$ cat src/rtl/weight_bram_reader_if.sv
// Bus bundle for the weight BRAM reader: BRAM port plus the weight stream.
// The reader is the master of both sides; the BRAM and consumer form the slave.
interface weight_bram_reader_if #(
    parameter int DATA_W = 16,
    parameter int ADDR_W = 5
) ();
    logic [ADDR_W-1:0] BRAM_ADDR;
    logic              BRAM_EN;
    logic              BRAM_WE;
    logic [DATA_W-1:0] BRAM_DI;
    logic [DATA_W-1:0] BRAM_DO;
    logic [DATA_W-1:0] W_DATA;
    logic [ADDR_W-1:0] W_IDX;
    logic              W_VALID;
    logic              W_READY;
    logic              W_LAST;

    modport master (
        output BRAM_ADDR, BRAM_EN, BRAM_WE, BRAM_DI,
        input  BRAM_DO,
        output W_DATA, W_IDX, W_VALID, W_LAST,
        input  W_READY
    );

    modport slave (
        input  BRAM_ADDR, BRAM_EN, BRAM_WE, BRAM_DI,
        output BRAM_DO,
        input  W_DATA, W_IDX, W_VALID, W_LAST,
        output W_READY
    );
endinterface

$ cat src/rtl/weight_bram_reader.sv
// Read-side sequencer for a single-port weight BRAM. Fetches addresses
// 0..DEPTH-1 on START and streams them out through a 2-entry buffer with
// full valid/ready backpressure. The BRAM is never written.
module weight_bram_reader #(
    parameter int DATA_W = 16,
    parameter int ADDR_W = 5,
    parameter int DEPTH  = 28
) (
    input  logic CLK,
    input  logic RST,
    input  logic START,
    output logic BUSY,
    output logic DONE,
    weight_bram_reader_if.master bus
);
    localparam int CNT_W = ADDR_W + 1;

    typedef enum logic [1:0] {
        S_IDLE,
        S_FETCH,
        S_DRAIN,
        S_DONE
    } state_t;

    state_t state, state_nxt;

    logic [CNT_W-1:0]  issue_cnt;
    logic [ADDR_W-1:0] addr_q;
    logic [DATA_W-1:0] buf_data [2];
    logic [ADDR_W-1:0] buf_idx  [2];
    logic              rd_ptr, wr_ptr;
    logic [1:0]        count;

    logic              valid, pop, room, issue, inflight, last_issue, head_last;
    logic [ADDR_W-1:0] issue_addr;

    // The BRAM samples the address on the negedge of the issue cycle, so the
    // read in flight is the issue cycle itself; its data is pushed at the
    // posedge closing that cycle.
    assign valid      = (count != 2'd0);
    assign pop        = valid & bus.W_READY;
    assign room       = (count < 2'd2) | pop;
    assign issue      = (state == S_FETCH) & room;
    assign inflight   = issue;
    assign issue_addr = issue_cnt[ADDR_W-1:0];
    assign last_issue = (issue_cnt == CNT_W'(DEPTH - 1));
    assign head_last  = valid & (buf_idx[rd_ptr] == ADDR_W'(DEPTH - 1));

    assign bus.BRAM_EN   = issue;
    assign bus.BRAM_ADDR = issue ? issue_addr : addr_q;
    assign bus.BRAM_WE   = 1'b0;
    assign bus.BRAM_DI   = '0;

    assign bus.W_VALID = valid;
    assign bus.W_DATA  = valid ? buf_data[rd_ptr] : '0;
    assign bus.W_IDX   = valid ? buf_idx[rd_ptr]  : '0;
    assign bus.W_LAST  = head_last;

    assign BUSY = (state == S_FETCH) | (state == S_DRAIN);
    assign DONE = (state == S_DONE);

    // State register
    always_ff @(posedge CLK) begin
        if (RST) state <= S_IDLE;
        else     state <= state_nxt;
    end

    // Next-state logic
    always_comb begin
        state_nxt = state;
        case (state)
            S_IDLE:  if (START) state_nxt = S_FETCH;
            S_FETCH: if (issue && last_issue) state_nxt = S_DRAIN;
            S_DRAIN: if (pop && head_last) state_nxt = S_DONE;
            S_DONE:  state_nxt = S_IDLE;
            default: state_nxt = S_IDLE;
        endcase
    end

    // Issue counter and held BRAM address
    always_ff @(posedge CLK) begin
        if (RST) begin
            issue_cnt <= '0;
            addr_q    <= '0;
        end else begin
            if (state == S_IDLE && START) issue_cnt <= '0;
            if (issue) begin
                issue_cnt <= issue_cnt + 1'b1;
                addr_q    <= issue_addr;
            end
        end
    end

    // Buffer occupancy and pointers; a push and a pop at one edge both apply
    always_ff @(posedge CLK) begin
        if (RST) begin
            count  <= '0;
            rd_ptr <= 1'b0;
            wr_ptr <= 1'b0;
        end else begin
            if (inflight) wr_ptr <= ~wr_ptr;
            if (pop)      rd_ptr <= ~rd_ptr;
            count <= count + {1'b0, inflight} - {1'b0, pop};
        end
    end

    // Buffer storage captures BRAM data and its address
    always_ff @(posedge CLK) begin
        if (!RST && inflight) begin
            buf_data[wr_ptr] <= bus.BRAM_DO;
            buf_idx[wr_ptr]  <= issue_addr;
        end
    end
endmodule

$ cat src/flat_wrapper.sv
// flat-port wrapper written by rule: the top's interface ports become plain ports
module weight_bram_reader_flat 
#(
    parameter int DATA_W = 16,
    parameter int ADDR_W = 5,
    parameter int DEPTH  = 28
)
  (CLK, RST, START, BUSY, DONE, bus_BRAM_ADDR, bus_BRAM_EN, bus_BRAM_WE, bus_BRAM_DI, bus_BRAM_DO, bus_W_DATA, bus_W_IDX, bus_W_VALID, bus_W_LAST, bus_W_READY);
  weight_bram_reader_if #(.DATA_W(DATA_W), .ADDR_W(ADDR_W)) bus_i ();
  input  logic CLK;
  input  logic RST;
  input  logic START;
  output logic BUSY;
  output logic DONE;
  output wire logic [$bits(bus_i.BRAM_ADDR)-1:0] bus_BRAM_ADDR;
  output wire logic [$bits(bus_i.BRAM_EN)-1:0] bus_BRAM_EN;
  output wire logic [$bits(bus_i.BRAM_WE)-1:0] bus_BRAM_WE;
  output wire logic [$bits(bus_i.BRAM_DI)-1:0] bus_BRAM_DI;
  input wire logic [$bits(bus_i.BRAM_DO)-1:0] bus_BRAM_DO;
  output wire logic [$bits(bus_i.W_DATA)-1:0] bus_W_DATA;
  output wire logic [$bits(bus_i.W_IDX)-1:0] bus_W_IDX;
  output wire logic [$bits(bus_i.W_VALID)-1:0] bus_W_VALID;
  output wire logic [$bits(bus_i.W_LAST)-1:0] bus_W_LAST;
  input wire logic [$bits(bus_i.W_READY)-1:0] bus_W_READY;
  assign bus_BRAM_ADDR = bus_i.BRAM_ADDR;
  assign bus_BRAM_EN = bus_i.BRAM_EN;
  assign bus_BRAM_WE = bus_i.BRAM_WE;
  assign bus_BRAM_DI = bus_i.BRAM_DI;
  assign bus_i.BRAM_DO = bus_BRAM_DO;
  assign bus_W_DATA = bus_i.W_DATA;
  assign bus_W_IDX = bus_i.W_IDX;
  assign bus_W_VALID = bus_i.W_VALID;
  assign bus_W_LAST = bus_i.W_LAST;
  assign bus_i.W_READY = bus_W_READY;
  weight_bram_reader #(.DATA_W(DATA_W), .ADDR_W(ADDR_W), .DEPTH(DEPTH)) u_core (.CLK(CLK), .RST(RST), .START(START), .BUSY(BUSY), .DONE(DONE), .bus(bus_i));
endmodule
$ cat config.mk
export PLATFORM = sky130hd
export DESIGN_NAME = weight_bram_reader_flat
export DESIGN_NICKNAME = d
export VERILOG_FILES = /design/src/rtl/weight_bram_reader_if.sv /design/src/rtl/weight_bram_reader.sv /design/src/flat_wrapper.sv
export SDC_FILE = /design/constraint.sdc
export NUM_CORES = 1
export LEC_CHECK = 0
export ABC_AREA = 1
export CORE_MARGIN = 1
export CORE_UTILIZATION = 41
export CTS_BUF_LIST = sky130_fd_sc_hd__clkbuf_16
export CTS_CLUSTER_SIZE = 40
export DETAILED_ROUTE_END_ITERATION = 10
export GPL_ROUTABILITY_DRIVEN = 1
export PLACE_DENSITY = 0.69
export SYNTH_ARGS = -nofsm -noshare
export SYNTH_HDL_FRONTEND = slang
export SYNTH_SLANG_ARGS = --single-unit
export TNS_END_PERCENT = 5
$ cat constraint.sdc
create_clock -name CLK -period 2.9 [get_ports CLK]
set_input_delay 0.58 -clock CLK [delete_from_list [all_inputs] [get_ports CLK]]
set_output_delay 0.58 -clock CLK [all_outputs]
set_load 0.05 [all_outputs]
### Word level (Yosys, flattened, before mapping)

Memories as Yosys holds them, arrays and structs flattened. A register that Yosys moved wholly into a read port is not among the register bits.
Index checks and enable logic that the tools add are counted.

| storage, ports and cells | value |
|---|---|
| bits in registers | 17 |
| memory bits (writable) | 42 |
| input bits | 20 |
| output and inout port bits | 48 |
| word-level logic and storage cells | 51 |
| memories | 2 |

Memories:

| memory | words | width | rd ports | clocked after memory_dff | wr ports | line | source |
|---|---|---|---|---|---|---|---|
| u_core.buf_data | 2 | 16 | 1 | 1 | 1 | weight_bram_reader.sv:29 | `logic [DATA_W-1:0] buf_data [2];` |
| u_core.buf_idx | 2 | 5 | 1 | 1 | 1 | weight_bram_reader.sv:30 | `logic [ADDR_W-1:0] buf_idx [2];` |

| cells by class | value |
|---|---|
| add/sub/neg operators | 3 |
| magnitude comparators | 1 |
| equality and inequality tests | 8 |
| muxes and demuxes | 15 |
| bitwise operators | 7 |
| reductions and logical operators | 9 |

Operators with widths:

| kind | count |
|---|---|
| 16-bit two-way mux | 1 |
| 6-bit two-way mux | 2 |
| 5-bit two-way mux | 2 |
| 2-bit case mux with 4 select lines | 1 |
| 6-bit by 1-bit adder with 6-bit output, second input constant | 1 |
| 6-bit by 5-bit == test with 1-bit output, second input constant | 1 |
| 1-bit two-way mux | 6 |
| 2-bit two-way mux | 3 |
| 2-bit != test, second input constant | 3 |
| 5-bit == test, second input constant | 1 |
| 2-bit == test, second input constant | 2 |
| 1-bit logical AND | 4 |
| 2-bit nonzero test | 2 |
| 1-bit AND | 3 |
| 3-bit AND reduction | 1 |
| 2-bit by 1-bit adder with 2-bit output | 1 |
| 2-bit by 1-bit == test with 1-bit output, second input constant | 1 |
| 2-bit zero test | 1 |
| 2-bit less-than comparator, second input constant | 1 |
| 1-bit NOT | 2 |
| 1-bit bitwise OR | 2 |
| 2-bit by 1-bit subtractor with 2-bit output | 1 |
| 1-bit zero test | 1 |

### Longest topological paths before layout

Gate-level depths: netlist of run 1.

| depth | value |
|---|---|
| word-level depth | 7 |
| mapped depth | 11 |

### Worst setup path before layout of run 1

OpenSTA, ideal clock, no wires.

| path | value |
|---|---|
| kind | register -> output |
| start point | reg (tool-made name) |
| end point | out bus_W_LAST |
| arrival | 2.216 ns |
| required time | 2.320 ns |
| slack | 0.104 ns |
| cell stages (with the launch flop) | 6 |
| path buffers | 1 |
| path through | dfxtp_1 -> inv_2 -> buf_6 -> nand2_4 -> nand2_2 -> nor4_1 |

RTL lines:

| what | line | source |
|---|---|---|
| end: declaration | flat_wrapper.sv:23 | `output wire logic [$bits(bus_i.W_LAST)-1:0] bus_W_LAST;` |

==> run_results.csv, run 1 <==
group,metric,value,unit
outcome,status,"completed",
synthesis,yosysUniqueCellTypes,34,
worst_setup_path,ff2ff_path_depth,10,
final_layout,final_util,56.2,%
worst_setup_path,regToRegSetupSlack,0.80,ns
grt,grt_max_degree,22,
synthesis,synth.area.top_cells,"edfxtp_1, dfxtp_1, nand2_1",
grt,grt_use_total,16.1,%
clocking,clock_latency,0.32,ns
timing,max_freq,363,MHz
synthesis,synthTopCellsByCount,"nand2_1, edfxtp_1, a21oi_1",
final_layout,syn_to_final_growth,32.0,%
timing,period_minus_slack,2.76,ns
grt,grt_pass1_wl,8730,um
floorplanning,die_h,83.2,um
worst_setup_path,critPathArrivalTime,2.18,ns
timing,rsz0062_at_grt,"false",
timing,setup_tns,0,ns
synthesis,ys_seq_elements,60,
final_layout,diodes,0,
synthesis,yosysWarnings,0,
pwr,p_per_area,1080,mW/mm^2
synthesis,synth_top_area_share,46.7,%
synthesis,synthMuxAreaShare,0,%
floorplanning,num_io_pins,68,
final_layout,n_fill_cell,539,
pwr,clkPwrFrac,27.2,%
worst_setup_path,setup.worst_path.end_class,"output pin",
pwr,p_int,0.00227,W
grt,antenna_found_initial,0,
final_layout,fin_nets,349,
floorplanning,coreArea,0.00635,sq mm
synthesis,synth_largest_area_cell,"edfxtp_1",
grt,overflow,0,
route,vias,1911,
placement,finalWeightedCongestion,0.846,
synthesis,synthXorXnorAreaFrac,0.324,%
grt,use_met3,5.86,%
route,ant_nets,0,
timing,slew_headroom,61.0,%
placement,dp_hpwl,3460,um
clocking,numCtsBuffers,9,
worst_setup_path,reg2reg_from,"u_core.state[1]",
worst_setup_path,startpoint_type,"register",
synthesis,synthArstFlopShare,0,%
flow_run,drv_cap,0,
grt,top_usage_layer,"met2",
synthesis,synthFlopType,"edfxtp_1",
timing,final_max_slew_viol_count,0,
timing,hold_violations,0,
route,drtIter0Drc,55,
clocking,h-tree-depth,3,
hold_path,hold_depth,1,
route,avgViaCountPerCell,4.74,
worst_setup_path,required,2.32,ns
grt,grtUsageMet2,27.6,%
worst_setup_path,criticalPathCategory,"register to output pin",
grt,met1_usage,18.9,%
placement,port-buffer-count,50,
grt,first_global_vias,1875,
final_layout,drive_above_1_share,21.8,%
pwr,power.share.switching,41.2,%
synthesis,synth_cells,262,
clocking,cts_sinks,60,
clocking,clockRootBuffer,"clkbuf_16",
route,wl_per_cell,12.9,um
timing,setup_viol,0,
synthesis,synthAdderAreaFrac,3.70,%
worst_setup_path,timing.rr.end,"u_core.count[1]",
floorplanning,rows,29,
clocking,clk_pin_slew_worst_paths,0.05,ns
pwr,p_leak,1.46,nW
route,drc,0,
synthesis,synth_edf_count,42,
pwr,peakVddDrop,0.000755,V
synthesis,synth_most_common_cell,"nand2_1",
pwr,comb_power_share,43.5,%
floorplanning,dieArea,0.00692,sq mm
clocking,tritoncts,"built",
timing,post-route-period-util,95.1,%
pwr,seqPwrFrac,29.3,%
timing,worst_pin_slew,0.584,ns
synthesis,synth-seq-area-share,60.0,%
synthesis,synth_area,0.00270,sq mm
timing,finalClockSkew,0.00631,ns
floorplanning,die_x,83.2,um
pwr,power.switching,0.00159,W
clocking,cts_hold_buf,0,
synthesis,yosys.area_share.simple,16.7,%
route,finalWirelength,5210,um
worst_setup_path,worstPathMaxFanout,15,
synthesis,synth_compound_area_share,9.54,%
floorplanning,start_util,42.6,%
route,drt_pre_antenna_iters,4,
hold_path,min_path_type,"register to register",
synthesis,synth.avg_cell_area,10.3,sq um
clocking,clockBufferDepth,2,
synthesis,synth_top_family_by_area,"simple AND/OR/NAND/NOR gates",
worst_setup_path,endpoint,"bus_W_LAST",
timing repair:
item / 4_1_cts / 5_1_grt
resized for setup: 0 / 1
buffers inserted: 0 / 0
setup endpoints to repair: 0 / 1
how the worst min path moves through the flow:
stage / start / endpoint / slack [ns]
after floorplan: u_core.rd_ptr / register / 0.43
after global placement: u_core.rd_ptr / register / 0.44
after detailed placement: u_core.rd_ptr / register / 0.45
after CTS: u_core.rd_ptr / register / 0.46
after global routing: u_core.rd_ptr / u_core.rd_ptr / 0.48
final: u_core.rd_ptr / u_core.rd_ptr / 0.47
logic make-up after synthesis:
logic type / count (synthesis)
AND/OR/NAND/NOR: 98
flip-flops: 60
AO/OA/AOI/OAI: 47
buffers and inverters: 47
adder cells (fa/ha/maj): 8
XOR/XNOR: 1
other: 1
cells in the final DEF (no fill, tap or decap), types with 2 or more instances in the layout:
master	Yosys	layout
a21oi_1	33	33
a21oi_2	2	2
buf_12	0	7
buf_4	17	28
clkbuf_16	0	10
clkdlybuf4s50_1	0	22
clkinv_2	0	3
conb_1	1	17
dfxtp_1	18	18
edfxtp_1	42	42
ha_1	8	8
inv_1	18	19
inv_2	4	4
nand2_1	67	67
nand2_2	3	3
nand2_4	3	3
nand3_1	2	2
nor2_1	13	11
nor2_2	1	3
o21ai_0	7	7
o22ai_1	2	2
metrics by stage:
step | setup slack (ns) | hold WS, ns | total power, W | instance area [sq um] | cells
after floorplan | 0.104 | 0.426 | 0.00233 | 2760 | 278
after global placement | 0.226 | 0.436 | 0.00279 | 3260 | 387
after detailed placement | 0.217 | 0.454 | 0.00281 | 3260 | 387
after CTS | 0.0996 | 0.461 | 0.00388 | 3560 | 403
after global routing | 0.0148 | 0.483 | 0.00405 | 3570 | 403
final | 0.142 | 0.466 | 0.00385 | 3570 | 403
power by group through the flow:
stage	clock network, W	registers (W)	logic, W
after floorplan	0	0.00111	0.00121
after global placement	0	0.00113	0.00166
after detailed placement	0	0.00114	0.00168
after CTS	0.00107	0.00112	0.00169
after global routing	0.00112	0.00114	0.00179
final	0.00105	0.00113	0.00168
per-layer routing:
layer  up-vias  part of all wire, %  routed length (um)
met4         0                 0.36                  19
met2        55                   51                2670
met1       897                   43                2260
met5         -                    0                   0
met3         2                  5.1                 268
li1        957                    -                   -
worst max-delay path, stage by stage (launching register included):
cell     delay [ns]
dfxtp_1        0.69
inv_2          0.27
nand2_4        0.12
nand2_2        0.06
nor4_1         0.52
buf_12         0.21
flip-flops by register name, summed over array words and instances, names as in the netlist, named ones only:
signal / count
u_core.addr_q: 5
u_core.buf_data: 32
u_core.buf_idx: 10
u_core.count: 2
u_core.issue_cnt: 6
u_core.rd_ptr: 1
u_core.state: 2
u_core.wr_ptr: 1
cell type report:
| class | count | area (sq um) | area share (%) |
|---|---|---|---|
| Clock buffer | 10 | 250 | 7.01 |
| Clock inverter | 6 | 52.6 | 1.47 |
| Inverter | 22 | 82.6 | 2.31 |
| Multi-Input combinational cell | 171 | 895 | 25.1 |
| Sequential cell | 60 | 1620 | 45.4 |
| Tap cell | 77 | 96.3 | 2.70 |
| Timing Repair Buffer | 57 | 571 | 16.0 |
Note: power is estimated with default switching activity, not from simulation.
==> run 2: changes to the inputs <==
- HOLD_SLACK_MARGIN: default -> 0.03
- clock period: 2.9 -> 2.6 ns (I/O delays scaled with it)
==> run_results.csv, run 2 (synthesis gave the netlist of run 1 again) <==
group,metric,value,unit
floorplanning,dieArea,0.00692,sq mm
timing,period_minus_slack,2.46,ns
clocking,tritoncts,"built",
clocking,clockBufferDepth,2,
clocking,cts_sinks,60,
timing,slew_headroom,66.8,%
timing,rsz0062_at_grt,"false",
worst_setup_path,slowest_delay,0.62,ns
final_layout,largest_reg_flops,32,
worst_setup_path,cp_slowest_cell,"dfxtp_1",
final_layout,mostFrequentLayoutCell,"nand2_1",
pwr,p_leak,1.47,nW
worst_setup_path,critPathArrivalTime,1.94,ns
pwr,p_per_area,1190,mW/mm^2
placement,port-buffer-count,50,
final_layout,syn_to_final_growth,33.3,%
floorplanning,rows,29,
timing,post-route-period-util,94.6,%
hold_path,min_path_type,"register to register",
floorplanning,start_util,42.6,%
route,drc,0,
worst_setup_path,timing.rr.end,"u_core.count[1]",
final_layout,n_fill_cell,530,
clocking,cts_hold_buf,0,
grt,grt_use_total,15.8,%
placement,dp_hpwl,3390,um
grt,overflow,0,
worst_setup_path,worstPathCellList,"buf_4, nand2_1, nand2_1, nand2_1, nor4_2, buf_12",
outcome,status,"completed",
route,finalWirelength,5110,um
floorplanning,die_x,83.2,um
worst_setup_path,endpoint,"bus_W_LAST",
grt,antenna_found_initial,0,
final_layout,fin_nets,350,
worst_setup_path,worstPathMaxFanout,13,
worst_setup_path,ff2ff_path_depth,10,
route,drt_pre_antenna_iters,4,
grt,first_global_vias,1813,
final_layout,top_regs,"u_core.buf_data: 32 flops, u_core.buf_idx: 10 flops, u_core.issue_cnt: 6 flops",
placement,preCtsSetupSlack,0.0810,ns
route,wl_per_cell,12.6,um
timing,final_max_slew_viol_count,0,
clocking,numCtsBuffers,9,
clocking,cts_setup_buffers,0,
timing,worst_pin_slew,0.496,ns
flow_run,drv_cap,0,
final_layout,multi_input_area,901,sq um
worst_setup_path,reg2reg_from,"u_core.state[1]",
worst_setup_path,setup.worst_path.end_class,"output pin",
clocking,cts.repair.resized,0,
grt,grt_max_degree,22,
final_layout,diodes,0,
route,vias,1932,
timing,finalClockSkew,0.00646,ns
final_layout,final_cell_mix,"nand2_1, edfxtp_1, a21oi_1",
route,drtIter0Drc,91,
floorplanning,die_h,83.2,um
floorplanning,num_io_pins,68,
route,avgViaCountPerCell,4.78,
timing,setup_viol,0,
pwr,peakVddDrop,0.000653,V
worst_setup_path,criticalPathCategory,"register to output pin",
route,ant_nets,0,
worst_setup_path,regToRegSetupSlack,0.56,ns
timing,max_freq,407,MHz
clocking,clockRootBuffer,"clkbuf_16",
clocking,clock_latency,0.32,ns
final_layout,drive_above_1_share,22.3,%
timing,worst_slack,0.141,ns
floorplanning,coreArea,0.00635,sq mm
clocking,h-tree-depth,3,
worst_setup_path,path_common_cell,"nand2_1",
worst_setup_path,startpoint_type,"register",
pwr,totalPowerFinal,0.00429,W
grt,grt_pass1_wl,8500,um
clocking,clk_pin_slew_worst_paths,0.05,ns
timing,hold_violations,0,
final_layout,regMostFlops,"u_core.buf_data",
final_layout,seq_area,0.00162,sq mm
worst_setup_path,required,2.08,ns
placement,finalWeightedCongestion,0.799,
run 2: cell count changes in the layout (fill, tap and decap cells not counted), sizes merged:
| cell | previous run | this run |
|---|---|---|
| buf | 35 | 36 |
| clkbuf | 10 | 9 |
| inv | 23 | 24 |
run 2: critical path: cells and delay by family, from the launching register on:
kind | cells | cell delay (ns)
simple gates | 4 | 0.52
flops | 1 | 0.62
buf+inv | 2 | 0.47
run 2: area by class of cell:
type	instances	share of cell area (%)
sequential	60	45.0
timing repair buffer	58	17.1
inverter	22	2.36
clock buffer	9	6.25
multi-input combinational	171	25.0
tap	77	2.67
clock inverter	7	1.60
run 2: how the worst min path moves through the flow:
stage / from / to / slack (ns) / depth (start not counted)
finish: u_core.rd_ptr / u_core.rd_ptr / 0.46 / 1
floorplan: u_core.rd_ptr / register / 0.43 / 1
global placement: u_core.rd_ptr / u_core.rd_ptr / 0.44 / 1
global route: u_core.rd_ptr / u_core.rd_ptr / 0.48 / 1
detailed placement: u_core.rd_ptr / u_core.rd_ptr / 0.45 / 1
CTS: u_core.rd_ptr / u_core.rd_ptr / 0.45 / 1
run 2: per-stage QoR:
stage	setup TNS (ns)	area, sq um	utilization, %	cells	hold WS [ns]
floorplan	-1.01	2770	-	278	0.426
global placement	0	3310	52.1	388	0.436
detailed placement	0	3310	52.1	388	0.445
CTS	0	3590	56.6	404	0.454
global route	0	3600	56.7	404	0.483
finish	0	3600	56.7	404	0.459
run 2: where the power goes:
part	internal (W)	switching, W	total [W]
Combinational	0.000614	0.00132	0.00193
Sequential	0.00117	0.0000864	0.00125
Clock	0.000726	0.000379	0.00110
Total	0.00251	0.00178	0.00429
run 2: metal layers:
| layer | share of wire, % | vias to the layer above | GRT usage, % |
|---|---|---|---|
| met5 | 0 | - | 0 |
| met4 | 1.2 | 0 | 6.11 |
| met3 | 4.5 | 7 | 4.97 |
| met2 | 51 | 60 | 27.0 |
| met1 | 44 | 901 | 18.4 |
| li1 | - | 964 | - |
==> run 3: changes to the inputs <==
- ABC_AREA: 1 -> 0
==> run_results.csv, run 3 <==
group,metric,value,unit
pwr,power.share.switching,37.1,%
synthesis,synthFlopType,"edfxtp_1",
route,wl_per_cell,12.5,um
hold_path,hold_depth,2,
worst_setup_path,worstPathMaxFanout,4,
timing,finalClockSkew,0.00480,ns
synthesis,synth_most_common_cell,"edfxtp_1",
worst_setup_path,timing.rr.end,"u_core.issue_cnt[5]",
hold_path,min_path_type,"register to register",
final_layout,syn_to_final_growth,44.2,%
pwr,p_per_area,1150,mW/mm^2
floorplanning,rows,28,
clocking,clockRootBuffer,"clkbuf_16",
floorplanning,die_h,82.2,um
timing,hold_violations,0,
final_layout,fin_nets,308,
hold_path,min_to,"u_core.rd_ptr",
pwr,clkPwrFrac,25.6,%
timing,post-route-period-util,92.8,%
floorplanning,start_util,43.5,%
synthesis,synth_top_area_share,47.8,%
synthesis,synth-seq-area-share,61.5,%
pwr,power.switching,0.00162,W
pwr,seqPwrFrac,28.2,%
flow_run,drv_cap,0,
clocking,cts_setup_buffers,0,
final_layout,diodes,0,
clocking,tritoncts,"built",
placement,placedInstanceArea,0.00351,sq mm
route,vias,1719,
route,ant_nets,0,
worst_setup_path,crit_buf_inv,2,
route,drtIter0Drc,53,
final_layout,regMostFlops,"u_core.buf_data",
synthesis,synth.avg_cell_area,11.9,sq um
synthesis,synth_edf_count,42,
clocking,h-tree-depth,3,
synthesis,synth_largest_area_cell,"edfxtp_1",
final_layout,top_regs,"u_core.buf_data: 32 flops, u_core.buf_idx: 10 flops, u_core.issue_cnt: 6 flops",
outcome,status,"completed",
clocking,cts_sinks,60,
worst_setup_path,cp_slowest_cell,"clkdlybuf4s50_1",
clocking,cts.repair.resized,0,
timing,final_max_slew_viol_count,0,
floorplanning,coreArea,0.00606,sq mm
floorplanning,num_io_pins,68,
pwr,p_int,0.00275,W
timing,max_freq,414,MHz
worst_setup_path,slowest_delay,0.80,ns
pwr,p_leak,1.47,nW
route,drt_pre_antenna_iters,4,
final_layout,design_area,0.00380,sq mm
worst_setup_path,reg2reg_from,"u_core.state[1]",
timing,setup_viol,0,
worst_setup_path,startpoint_type,"register",
placement,placed_cells_incl_taps,344,
floorplanning,dieArea,0.00675,sq mm
grt,first_global_vias,1622,
synthesis,yosysWarnings,0,
placement,port-buffer-count,50,
synthesis,synthTopCellsByCount,"edfxtp_1, nor2_1, mux2i_1",
route,drc,0,
worst_setup_path,regToRegSetupSlack,0.63,ns
clocking,clock_latency,0.32,ns
synthesis,synth_cells,221,
pwr,peakVddDrop,0.000859,V
floorplanning,die_x,82.2,um
synthesis,synth.area.top_cells,"edfxtp_1, dfxtp_1, mux2i_1",
placement,dp_hpwl,3100,um
worst_setup_path,ff2ff_path_depth,8,
grt,grt_pass1_wl,7380,um
worst_setup_path,required,2.08,ns
pwr,totalPowerFinal,0.00437,W
worst_setup_path,criticalPathCategory,"register to output pin",
timing,setup_tns,0,ns
grt,grt_use_total,15.0,%
grt,overflow,0,
pwr,comb_power_share,46.2,%
final_layout,drive_above_1_share,18.9,%
route,finalWirelength,4510,um
clocking,cts_hold_buf,0,
synthesis,ys_seq_elements,60,
final_layout,mostFrequentLayoutCell,"edfxtp_1",
final_layout,fin_cells,360,
worst_setup_path,critPathArrivalTime,1.89,ns
synthesis,synthArstFlopShare,0,%
clocking,numCtsBuffers,9,
route,avgViaCountPerCell,4.78,
synthesis,synth_area,0.00264,sq mm
clocking,clk_pin_slew_worst_paths,0.05,ns
synthesis,yosysUniqueCellTypes,33,
timing,period_minus_slack,2.41,ns
clocking,clockBufferDepth,2,
timing,rsz0062_at_grt,"false",
hold_path,min_from,"u_core.rd_ptr",
final_layout,final_cell_mix,"edfxtp_1, nor2_1, buf_12",
worst_setup_path,crit_family,"buffers and inverters",
placement,finalWeightedCongestion,0.767,
grt,antenna_found_initial,0,
worst_setup_path,worstPathCellList,"inv_1, ha_1, clkdlybuf4s50_1",
final_layout,largest_reg_flops,32,
grt,grt_max_degree,24,
final_layout,final_util,62.7,%
worst_setup_path,setup.worst_path.end_class,"output pin",
[run 3: changes by cell type after synthesis, sizes merged, moves of 3 or more]
cell	previous run	this run
nor2b	0	6
clkbuf	1	4
nand2b	0	3
nor2	15	33
mux2i	0	22
nand2	73	19
a21oi	35	7
o21ai	7	3
inv	22	8
[run 3: how the worst max path moves through the flow]
stage | from | to | depth (start not counted)
2_1_floorplan | RST | u_core.buf_data[0][0] | 3
3_3_place_gp | bus_W_READY | u_core.count[1] | 10
3_5_place_dp | bus_W_READY | u_core.count[1] | 10
4_1_cts | u_core.state[0] | BUSY | 3
5_1_grt | u_core.state[0] | BUSY | 3
6_report | u_core.state[0] | BUSY | 3
[run 3: power by group through the flow]
stage	clock network (W)	registers (W)	logic [W]
floorplan	0	0.00123	0.00122
finish	0.00112	0.00123	0.00202
global placement	0	0.00124	0.00202
global route	0.00118	0.00125	0.00216
CTS	0.00114	0.00123	0.00204
detailed placement	0	0.00125	0.00203
[run 3: cell type report]
| type | instances | area (sq um) |
|---|---|---|
| Inverter | 8 | 30.0 |
| Clock buffer | 11 | 275 |
| Clock inverter | 5 | 21.3 |
| Fill cell | 460 | 2260 |
| Sequential cell | 60 | 1620 |
| Timing Repair Buffer | 58 | 863 |
| Multi-Input combinational cell | 143 | 897 |
| Tap cell | 75 | 93.8 |
[run 3: kinds of logic (layout without fill, tap and decap cells)]
| logic type | after synthesis | after routing | share of synthesized area (%) |
|---|---|---|---|
| adders and majority gates | 8 | 8 | 3.80 |
| AOI/OAI and AO/OA | 18 | 18 | 4.41 |
| xor gates and xnor gates | 4 | 4 | 1.33 |
| buffers and inverters | 34 | 82 | 7.45 |
| and+or+nand+nor | 74 | 74 | 13.0 |
| muxes | 22 | 22 | 8.35 |
| DFF | 60 | 60 | 61.5 |
| other | 1 | 17 | 0.142 |
[run 3: per-stage QoR]
stage / worst slack, ns / hold WS [ns]
3_5_place_dp: 0.208 / 0.494
6_report: 0.187 / 0.507
3_3_place_gp: 0.255 / 0.485
5_1_grt: 0.0965 / 0.531
2_1_floorplan: -0.287 / 0.472
4_1_cts: 0.183 / 0.510
[run 3: per-layer routing]
layer	track usage, %	routed length (um)	vias to the layer above	part of all wire [%]
li1	-	-	849	-
met1	17.1	1940	798	43
met2	24.9	2240	64	50
met3	4.40	267	8	5.9
met4	8.60	62	0	1.4
met5	0	0	-	0
[run 3: worst register-to-register path, cell delays in order (launching register included)]
cell and delay, ns:
dfxtp_1 0.37, inv_1 0.09, ha_1 0.19, nand2_1 0.08, inv_1 0.14, buf_4 0.20
a21oi_1 0.33, inv_1 0.11, a311oi_1 0.34
